[src/rtl/lcd_ycbcr_pkg.sv]
// Shared constants for the LCD YCbCr tap.
// Holds the BT.601 full-range integer coefficients (scaled by 256), the
// rounding and chroma offset constants, the signed intermediate width used
// by the product/sum pipeline stages, the frame marker sideband type and the
// output clamp helper.
package lcd_ycbcr_pkg;

    // Component width the coefficients below are defined for.
    localparam int PIX_W = 8;

    // Signed intermediate width of the products and sums. The widest value
    // is 255*256+128 = 65408, and the most negative is about -32640, so 18
    // signed bits are enough.
    localparam int IW = 18;

    localparam logic signed [IW-1:0] C_YR  =  18'sd77;
    localparam logic signed [IW-1:0] C_YG  =  18'sd150;
    localparam logic signed [IW-1:0] C_YB  =  18'sd29;
    localparam logic signed [IW-1:0] C_CBR = -18'sd43;
    localparam logic signed [IW-1:0] C_CBG = -18'sd85;
    localparam logic signed [IW-1:0] C_CBB =  18'sd128;
    localparam logic signed [IW-1:0] C_CRR =  18'sd128;
    localparam logic signed [IW-1:0] C_CRG = -18'sd107;
    localparam logic signed [IW-1:0] C_CRB = -18'sd21;

    localparam logic signed [IW-1:0] ROUND  = 18'sd128;
    localparam logic signed [IW-1:0] OFFSET = 18'sd128;

    // Frame position markers carried alongside each beat.
    typedef struct packed {
        logic sof;
        logic eol;
        logic eof;
    } marker_t;

    // Saturate a signed intermediate into the unsigned 8-bit output range.
    function automatic logic [PIX_W-1:0] clamp_pix(input logic signed [IW-1:0] v);
        logic [PIX_W-1:0] r;
        if (v < 18'sd0) begin
            r = '0;
        end else if (v > 18'sd255) begin
            r = '1;
        end else begin
            r = v[PIX_W-1:0];
        end
        return r;
    endfunction

endpackage

[src/rtl/rgb2ycbcr_px.sv]
// Single-pixel RGB -> YCbCr converter, 3-stage pipeline.
//   S1: nine coefficient products
//   S2: three sums plus rounding constant
//   S3: arithmetic shift by 8, chroma offset, clamp to [0,255]
// Ports:
//   clk, srst      clock and synchronous active-high reset (clears all flops)
//   clr            clears the valid pipeline only (frame abort)
//   valid_i        input pixel valid
//   r_i, g_i, b_i  input components
//   valid_o        output valid, exactly 3 cycles after valid_i
//   y_o, cb_o, cr_o  converted components
module rgb2ycbcr_px
    import lcd_ycbcr_pkg::*;
(
    input  logic             clk,
    input  logic             srst,
    input  logic             clr,
    input  logic             valid_i,
    input  logic [PIX_W-1:0] r_i,
    input  logic [PIX_W-1:0] g_i,
    input  logic [PIX_W-1:0] b_i,
    output logic             valid_o,
    output logic [PIX_W-1:0] y_o,
    output logic [PIX_W-1:0] cb_o,
    output logic [PIX_W-1:0] cr_o
);

    // Product k uses component k%3 (R,G,B) and coefficient k, grouped as
    // Y (0..2), Cb (3..5), Cr (6..8).
    localparam logic signed [IW-1:0] COEF [9] = '{
        C_YR,  C_YG,  C_YB,
        C_CBR, C_CBG, C_CBB,
        C_CRR, C_CRG, C_CRB
    };

    logic signed [IW-1:0] comp [3];
    logic signed [IW-1:0] prod_d [9];
    logic signed [IW-1:0] prod_q [9];
    logic signed [IW-1:0] sum_d  [3];
    logic signed [IW-1:0] sum_q  [3];
    logic [PIX_W-1:0]     res_d  [3];
    logic [PIX_W-1:0]     res_q  [3];
    logic [2:0]           v_d;
    logic [2:0]           v_q;

    // Components are unsigned; zero-extend before the signed multiply.
    always_comb begin
        comp[0] = $signed(IW'(r_i));
        comp[1] = $signed(IW'(g_i));
        comp[2] = $signed(IW'(b_i));
    end

    generate
        for (genvar gi = 0; gi < 9; gi++) begin : g_prod
            always_comb begin
                prod_d[gi] = comp[gi % 3] * COEF[gi];
            end
        end

        for (genvar gi = 0; gi < 3; gi++) begin : g_out
            // Luma has no offset; both chroma channels are centred on 128.
            localparam logic signed [IW-1:0] OFS = (gi == 0) ? 18'sd0 : OFFSET;
            logic signed [IW-1:0] shifted;

            always_comb begin
                sum_d[gi] = prod_q[3*gi] + prod_q[3*gi+1] + prod_q[3*gi+2] + ROUND;
            end

            always_comb begin
                shifted   = (sum_q[gi] >>> 8) + OFS;
                res_d[gi] = clamp_pix(shifted);
            end
        end
    endgenerate

    always_comb begin
        v_d = {v_q[1:0], valid_i};
        if (clr) begin
            v_d = '0;
        end
    end

    always_ff @(posedge clk) begin
        if (srst) begin
            v_q <= '0;
            for (int i = 0; i < 9; i++) prod_q[i] <= '0;
            for (int i = 0; i < 3; i++) begin
                sum_q[i] <= '0;
                res_q[i] <= '0;
            end
        end else begin
            v_q <= v_d;
            for (int i = 0; i < 9; i++) prod_q[i] <= prod_d[i];
            for (int i = 0; i < 3; i++) begin
                sum_q[i] <= sum_d[i];
                res_q[i] <= res_d[i];
            end
        end
    end

    assign valid_o = v_q[2];
    assign y_o     = res_q[0];
    assign cb_o    = res_q[1];
    assign cr_o    = res_q[2];

endmodule

[src/rtl/lcd_ycbcr_tap.sv]
// LCD output stream tap: converts each RGB pixel pair to YCbCr (two
// rgb2ycbcr_px lanes), tags beats with sof/eol/eof and counts frames.
// Ports:
//   HCLK, HRESET        clock, synchronous active-high reset
//   clr                 frame abort: clears position, busy, valids, sideband
//   cfg_width/height    frame geometry, latched at the first beat of a frame
//   in_valid, in_*      incoming pixel pair (pixel 0 left, pixel 1 right)
//   out_valid, out_*    YCbCr pair, 3 cycles after its input beat
//   out_sof/eol/eof     position markers, valid with out_valid
//   frame_done          pulse on the out_eof beat
//   frame_cnt           completed frames (wrapping)
module lcd_ycbcr_tap
    import lcd_ycbcr_pkg::*;
#(
    parameter int IMG_PIX_W = 8,
    parameter int W_SIZE    = 12,
    parameter int W_FCNT    = 16
) (
    input  logic                 HCLK,
    input  logic                 HRESET,
    input  logic                 clr,
    input  logic [W_SIZE-1:0]    cfg_width,
    input  logic [W_SIZE-1:0]    cfg_height,
    input  logic                 in_valid,
    input  logic [IMG_PIX_W-1:0] in_r0,
    input  logic [IMG_PIX_W-1:0] in_g0,
    input  logic [IMG_PIX_W-1:0] in_b0,
    input  logic [IMG_PIX_W-1:0] in_r1,
    input  logic [IMG_PIX_W-1:0] in_g1,
    input  logic [IMG_PIX_W-1:0] in_b1,
    output logic                 out_valid,
    output logic [IMG_PIX_W-1:0] out_y0,
    output logic [IMG_PIX_W-1:0] out_cb0,
    output logic [IMG_PIX_W-1:0] out_cr0,
    output logic [IMG_PIX_W-1:0] out_y1,
    output logic [IMG_PIX_W-1:0] out_cb1,
    output logic [IMG_PIX_W-1:0] out_cr1,
    output logic                 out_sof,
    output logic                 out_eol,
    output logic                 out_eof,
    output logic                 frame_done,
    output logic [W_FCNT-1:0]    frame_cnt
);

    logic              accept;
    logic              lane0_valid;
    logic              lane1_valid;

    logic              busy_d, busy_q;
    logic [W_SIZE-1:0] x_d, x_q;
    logic [W_SIZE-1:0] y_d, y_q;
    logic [W_SIZE-1:0] w_d, w_q;
    logic [W_SIZE-1:0] h_d, h_q;
    logic [W_SIZE-1:0] w_eff;
    logic [W_SIZE-1:0] h_eff;
    marker_t           mk;
    marker_t           sb_d [3];
    marker_t           sb_q [3];
    logic [W_FCNT-1:0] frame_cnt_d, frame_cnt_q;

    // A beat coinciding with clr is dropped.
    assign accept = in_valid & ~clr;

    rgb2ycbcr_px u_lane0 (
        .clk     (HCLK),
        .srst    (HRESET),
        .clr     (clr),
        .valid_i (accept),
        .r_i     (in_r0),
        .g_i     (in_g0),
        .b_i     (in_b0),
        .valid_o (lane0_valid),
        .y_o     (out_y0),
        .cb_o    (out_cb0),
        .cr_o    (out_cr0)
    );

    rgb2ycbcr_px u_lane1 (
        .clk     (HCLK),
        .srst    (HRESET),
        .clr     (clr),
        .valid_i (accept),
        .r_i     (in_r1),
        .g_i     (in_g1),
        .b_i     (in_b1),
        .valid_o (lane1_valid),
        .y_o     (out_y1),
        .cb_o    (out_cb1),
        .cr_o    (out_cr1)
    );

    always_comb begin
        // The first beat of a frame sees the live config; later beats use
        // the latched copy. Width bit 0 is ignored (pairs only).
        w_eff = busy_q ? w_q : (cfg_width & ~W_SIZE'(1));
        h_eff = busy_q ? h_q : cfg_height;

        mk.sof = ~busy_q;
        mk.eol = ((x_q + W_SIZE'(2)) == w_eff);
        mk.eof = mk.eol && ((y_q + W_SIZE'(1)) == h_eff);

        busy_d = busy_q;
        x_d    = x_q;
        y_d    = y_q;
        w_d    = w_q;
        h_d    = h_q;

        if (accept) begin
            if (!busy_q) begin
                w_d    = w_eff;
                h_d    = h_eff;
                busy_d = 1'b1;
            end
            // eof overrides the capture above so a single-beat frame
            // leaves busy clear.
            if (mk.eof) begin
                x_d    = '0;
                y_d    = '0;
                busy_d = 1'b0;
            end else if (mk.eol) begin
                x_d = '0;
                y_d = y_q + W_SIZE'(1);
            end else begin
                x_d = x_q + W_SIZE'(2);
            end
        end

        if (clr) begin
            x_d    = '0;
            y_d    = '0;
            busy_d = 1'b0;
        end

        // Sideband delay line, aligned with the datapath stages.
        sb_d[0] = accept ? mk : '0;
        sb_d[1] = sb_q[0];
        sb_d[2] = sb_q[1];
        if (clr) begin
            sb_d[0] = '0;
            sb_d[1] = '0;
            sb_d[2] = '0;
        end

        // Count on the edge that moves eof into the output stage so the
        // new count is visible together with frame_done.
        frame_cnt_d = frame_cnt_q;
        if (sb_d[2].eof) begin
            frame_cnt_d = frame_cnt_q + W_FCNT'(1);
        end
    end

    always_ff @(posedge HCLK) begin
        if (HRESET) begin
            busy_q      <= 1'b0;
            x_q         <= '0;
            y_q         <= '0;
            w_q         <= '0;
            h_q         <= '0;
            frame_cnt_q <= '0;
            for (int i = 0; i < 3; i++) sb_q[i] <= '0;
        end else begin
            busy_q      <= busy_d;
            x_q         <= x_d;
            y_q         <= y_d;
            w_q         <= w_d;
            h_q         <= h_d;
            frame_cnt_q <= frame_cnt_d;
            for (int i = 0; i < 3; i++) sb_q[i] <= sb_d[i];
        end
    end

    assign out_valid  = lane0_valid & lane1_valid;
    assign out_sof    = sb_q[2].sof;
    assign out_eol    = sb_q[2].eol;
    assign out_eof    = sb_q[2].eof;
    assign frame_done = sb_q[2].eof;
    assign frame_cnt  = frame_cnt_q;

endmodule

[config.mk]
export PLATFORM = sky130hd
export DESIGN_NAME = lcd_ycbcr_tap
export DESIGN_NICKNAME = d
export VERILOG_FILES = /design/src/rtl/lcd_ycbcr_pkg.sv /design/src/rtl/rgb2ycbcr_px.sv /design/src/rtl/lcd_ycbcr_tap.sv
export SDC_FILE = /design/constraint.sdc
export NUM_CORES = 2
export LEC_CHECK = 0
export ABC_AREA = 1
export CAP_MARGIN = 20
export CORE_MARGIN = 5
export CORE_UTILIZATION = 55
export CTS_CLUSTER_DIAMETER = 80
export DETAILED_ROUTE_END_ITERATION = 8
export PLACE_DENSITY = 0.73
export SLEW_MARGIN = 0
export SYNTH_ARGS = -nofsm -noshare
export SYNTH_HDL_FRONTEND = slang
export SYNTH_SLANG_ARGS = --single-unit
[constraint.sdc]
create_clock -name HCLK -period 11.32 [get_ports HCLK]
set_clock_uncertainty 0.15 [all_clocks]
set_input_delay 3.396 -clock HCLK [delete_from_list [all_inputs] [get_ports HCLK]]
set_output_delay 3.396 -clock HCLK [all_outputs]
set_load 0.05 [all_outputs]
==> flow_summary.ini <==
[setup_path]
path_class = input port to flop
arrival_ps = 7780
cp.required_ps = 11630
crit_path_max_fanout = 9
critPathCaptureType = flop
start_kind = input port

[global_route]
grt_max_degree = 108
grt_first_pass_wirelength_mm = 129
antenna_found_initial = 0
overflow = 0
grt_pass1_vias = 26000
track_usage_pct = 23.1

[layout]
final_layout_size_suffix_gt1_share_pct = 2.88
syn2layout_area_growth_pct = 11.4
finish.utilization_pct = 61.5
n_antenna_cell = 0
finalInstanceArea_sq_mm = 0.0377
final_nets = 5302

[floorplanning]
die_w_microns = 258
die_h_microns = 258
core_sq_mm = 0.0614
die_area_sq_mm = 0.0667
fp-row-count = 91
start_util_pct = 55.2
ios = 145

[pwr]
power_leakage_uw = 0.0198
swShare_pct = 44.5
p_int_uw = 4320
ir_drop_mv = 0.184
pwr-share-seq_pct = 25.3
combPwrFrac_pct = 54.4
switchingPower_uw = 3460
p_clk_share_pct = 20.3
power_density_mw_per_mm2 = 206

[sta]
fmax_ghz = 0.134
finalSetupViolations = 0
timing.slew.headroom_pct = 43.6
fin_crit_sh_pct = 66.0
rsz0062_at_grt = false
drv_slew = 0
fin_setup_tns_ps = 0
period_minus_slack_ps = 7470
hold_viol = 0
worst_pin_slew_ps = 846

[yosys]
synth-seq-area-share_pct = 24.1
async_reset_ff_share_pct = 0
synth.top_cell.area_share_pct = 26.6
syn-instance-count = 4167
synth_area_sq_mm = 0.0339
synth-seq-cells = 408
synthFlopType = dfxtp_1
synth_edf_count = 0
synth.distinct_cells = 45
yosysTopAreaCell = ha_1
synth_common_cells = inv_1, ha_1, nand2_1, a21oi_1, dfxtp_1
yosysMostFrequentCell = inv_1
yosys_warnings = 0
synthTopCellsByArea = ha_1, dfxtp_1, fa_1
syn_nets = 5162
synth.avg_cell_area_sq_um = 8.13

[worst_hold_path]
hold_path_class = flop to flop

[drt]
ant_nets = 0
dr.first_iter.drc_count = 1625
avgRoutedWirePerCell_microns = 15.0
drt-total-wl_mm = 77.2
firstDrtPassIters = 7
route.detailed.drc = 0
vias = 27000
vias_per_cell = 5.27

[place]
gp_congestion = 0.890
dp_hpwl_mm = 61.8
placed_cell_area_sq_mm = 0.0361
portBuffers = 143

[clock_network]
cts_tree = built
cts.sinks = 408
clk_latency_ps = 580
clockRootBuffer = clkbuf_16
cts_max_level = 2
postCtsSetupBuffers = 0
ctsResizeCount = 0
cts.path.max_buffers = 3
cts_buffers = 48
holdBufCountCts = 0
clkTransAtPathRegs_ps = 60

[status]
status = finished clean

[flow_run]
max-cap-violations = 0
-- metrics by stage --
stage,setup WS [ps],hold slack (ps),std cells,total power [uW]
after detailed placement,3340,251,5046,6170
final,3850,253,5131,7790
after CTS,3920,259,5130,7810
after global placement,3380,247,5046,6110
after floorplan,4490,244,4167,5120
after global routing,3620,270,5131,8590
-- routing by layer --
layer / wire (microns) / part of all wire [%] / vias up / global-route usage [%]
li1: - / - / 14000 / -
met5: 0 / 0 / - / 0
met4: 1550 / 2.0 / 0 / 4.97
met2: 33300 / 43 / 568 / 36.7
met3: 4260 / 5.5 / 92 / 3.53
met1: 38100 / 49 / 12300 / 33.5
-- critical path, cell delays in order --
cell and delay [ps]:
clkdlybuf4s50_1 820, inv_1 140, ha_1 410, fa_1 500, fa_1 530, fa_1 540
inv_1 40, ha_1 340, nand2_1 90, o21ai_0 170, a21oi_1 90, o21ai_0 320
nand3_1 110, nand2_1 100, nand2_1 50, nand2_1 70, nor2_1 60
-- final timing paths --
| kind | to | slack [ps] | from | cells past startpoint |
|---|---|---|---|---|
| hold reg to reg | sb_q[0][5] | 250 | sb_q[0][2] | 2 |
| setup reg to reg | u_lane1.sum_q[0][30] | 8340 | u_lane1.prod_q[2][25] | 13 |
| hold / removal | sb_q[0][5] | 250 | sb_q[0][2] | 2 |
| setup / recovery | u_lane0.prod_q[0][143] | 3850 | in_g0[4] | 17 |
-- power groups by stage --
stage	combinational [uW]	sequential, uW	clock, uW
global route	4910	2000	1680
detailed placement	4170	2000	0
floorplan	2970	2140	0
finish	4240	1970	1580
CTS	4230	1970	1610
global placement	4110	1990	0
-- sequential cells by signal (all words and copies together), names as in the netlist --
signal,cells
h_q,12
frame_cnt,16
x_q,11
u_lane1.prod_q,112
u_lane0.sum_q,30
u_lane1.res_q,24
y_q,12
sb_q,9
u_lane0.res_q,24
w_q,12
u_lane0.prod_q,112
busy_q,1
u_lane1.sum_q,30
u_lane0.v_q,3
-- area by class of cell --
class | count | area (sq um)
multi-input combinational | 2967 | 22700
timing repair buffer | 152 | 1520
fill | 5395 | 23600
clock buffer | 65 | 1380
tap | 790 | 988
inverter | 730 | 2750
sequential | 408 | 8170
clock inverter | 19 | 243
-- cells by family after synthesis --
family          after synthesis  synth area share, %
flops                       408                 24.1
compound gates              823                 13.3
simple gates               1212                 15.0
fa+ha+maj                   919                 38.3
xor+xnor                     13                0.336
buf+inv                     792                 8.88
-- cells in the final DEF (no fill, tap or decap), types with 5 or more instances in the layout --
cell               n
inv_1            725
ha_1             721
nand2_1          586
a21oi_1          424
dfxtp_1          408
nor2_1           336
o21ai_0          251
fa_1             198
nand3_1          164
clkdlybuf4s50_1  142
clkbuf_16         49
nand4_1           46
o21a_1            35
nor3_1            31
a21o_1            26
o21bai_1          26
a221oi_1          15
xor2_1            11
a211oi_1           9
clkbuf_8           9
buf_4              9
a31oi_1            8
nand3b_1           8
nand3_2            8
nor2_2             7
or2_2              7
clkinv_2           7
clkbuf_1           7
o211ai_1           6
a31o_2             6
o2111ai_1          6
bufinv_16          5
No activity file was read; power rests on OpenSTA's default activity.
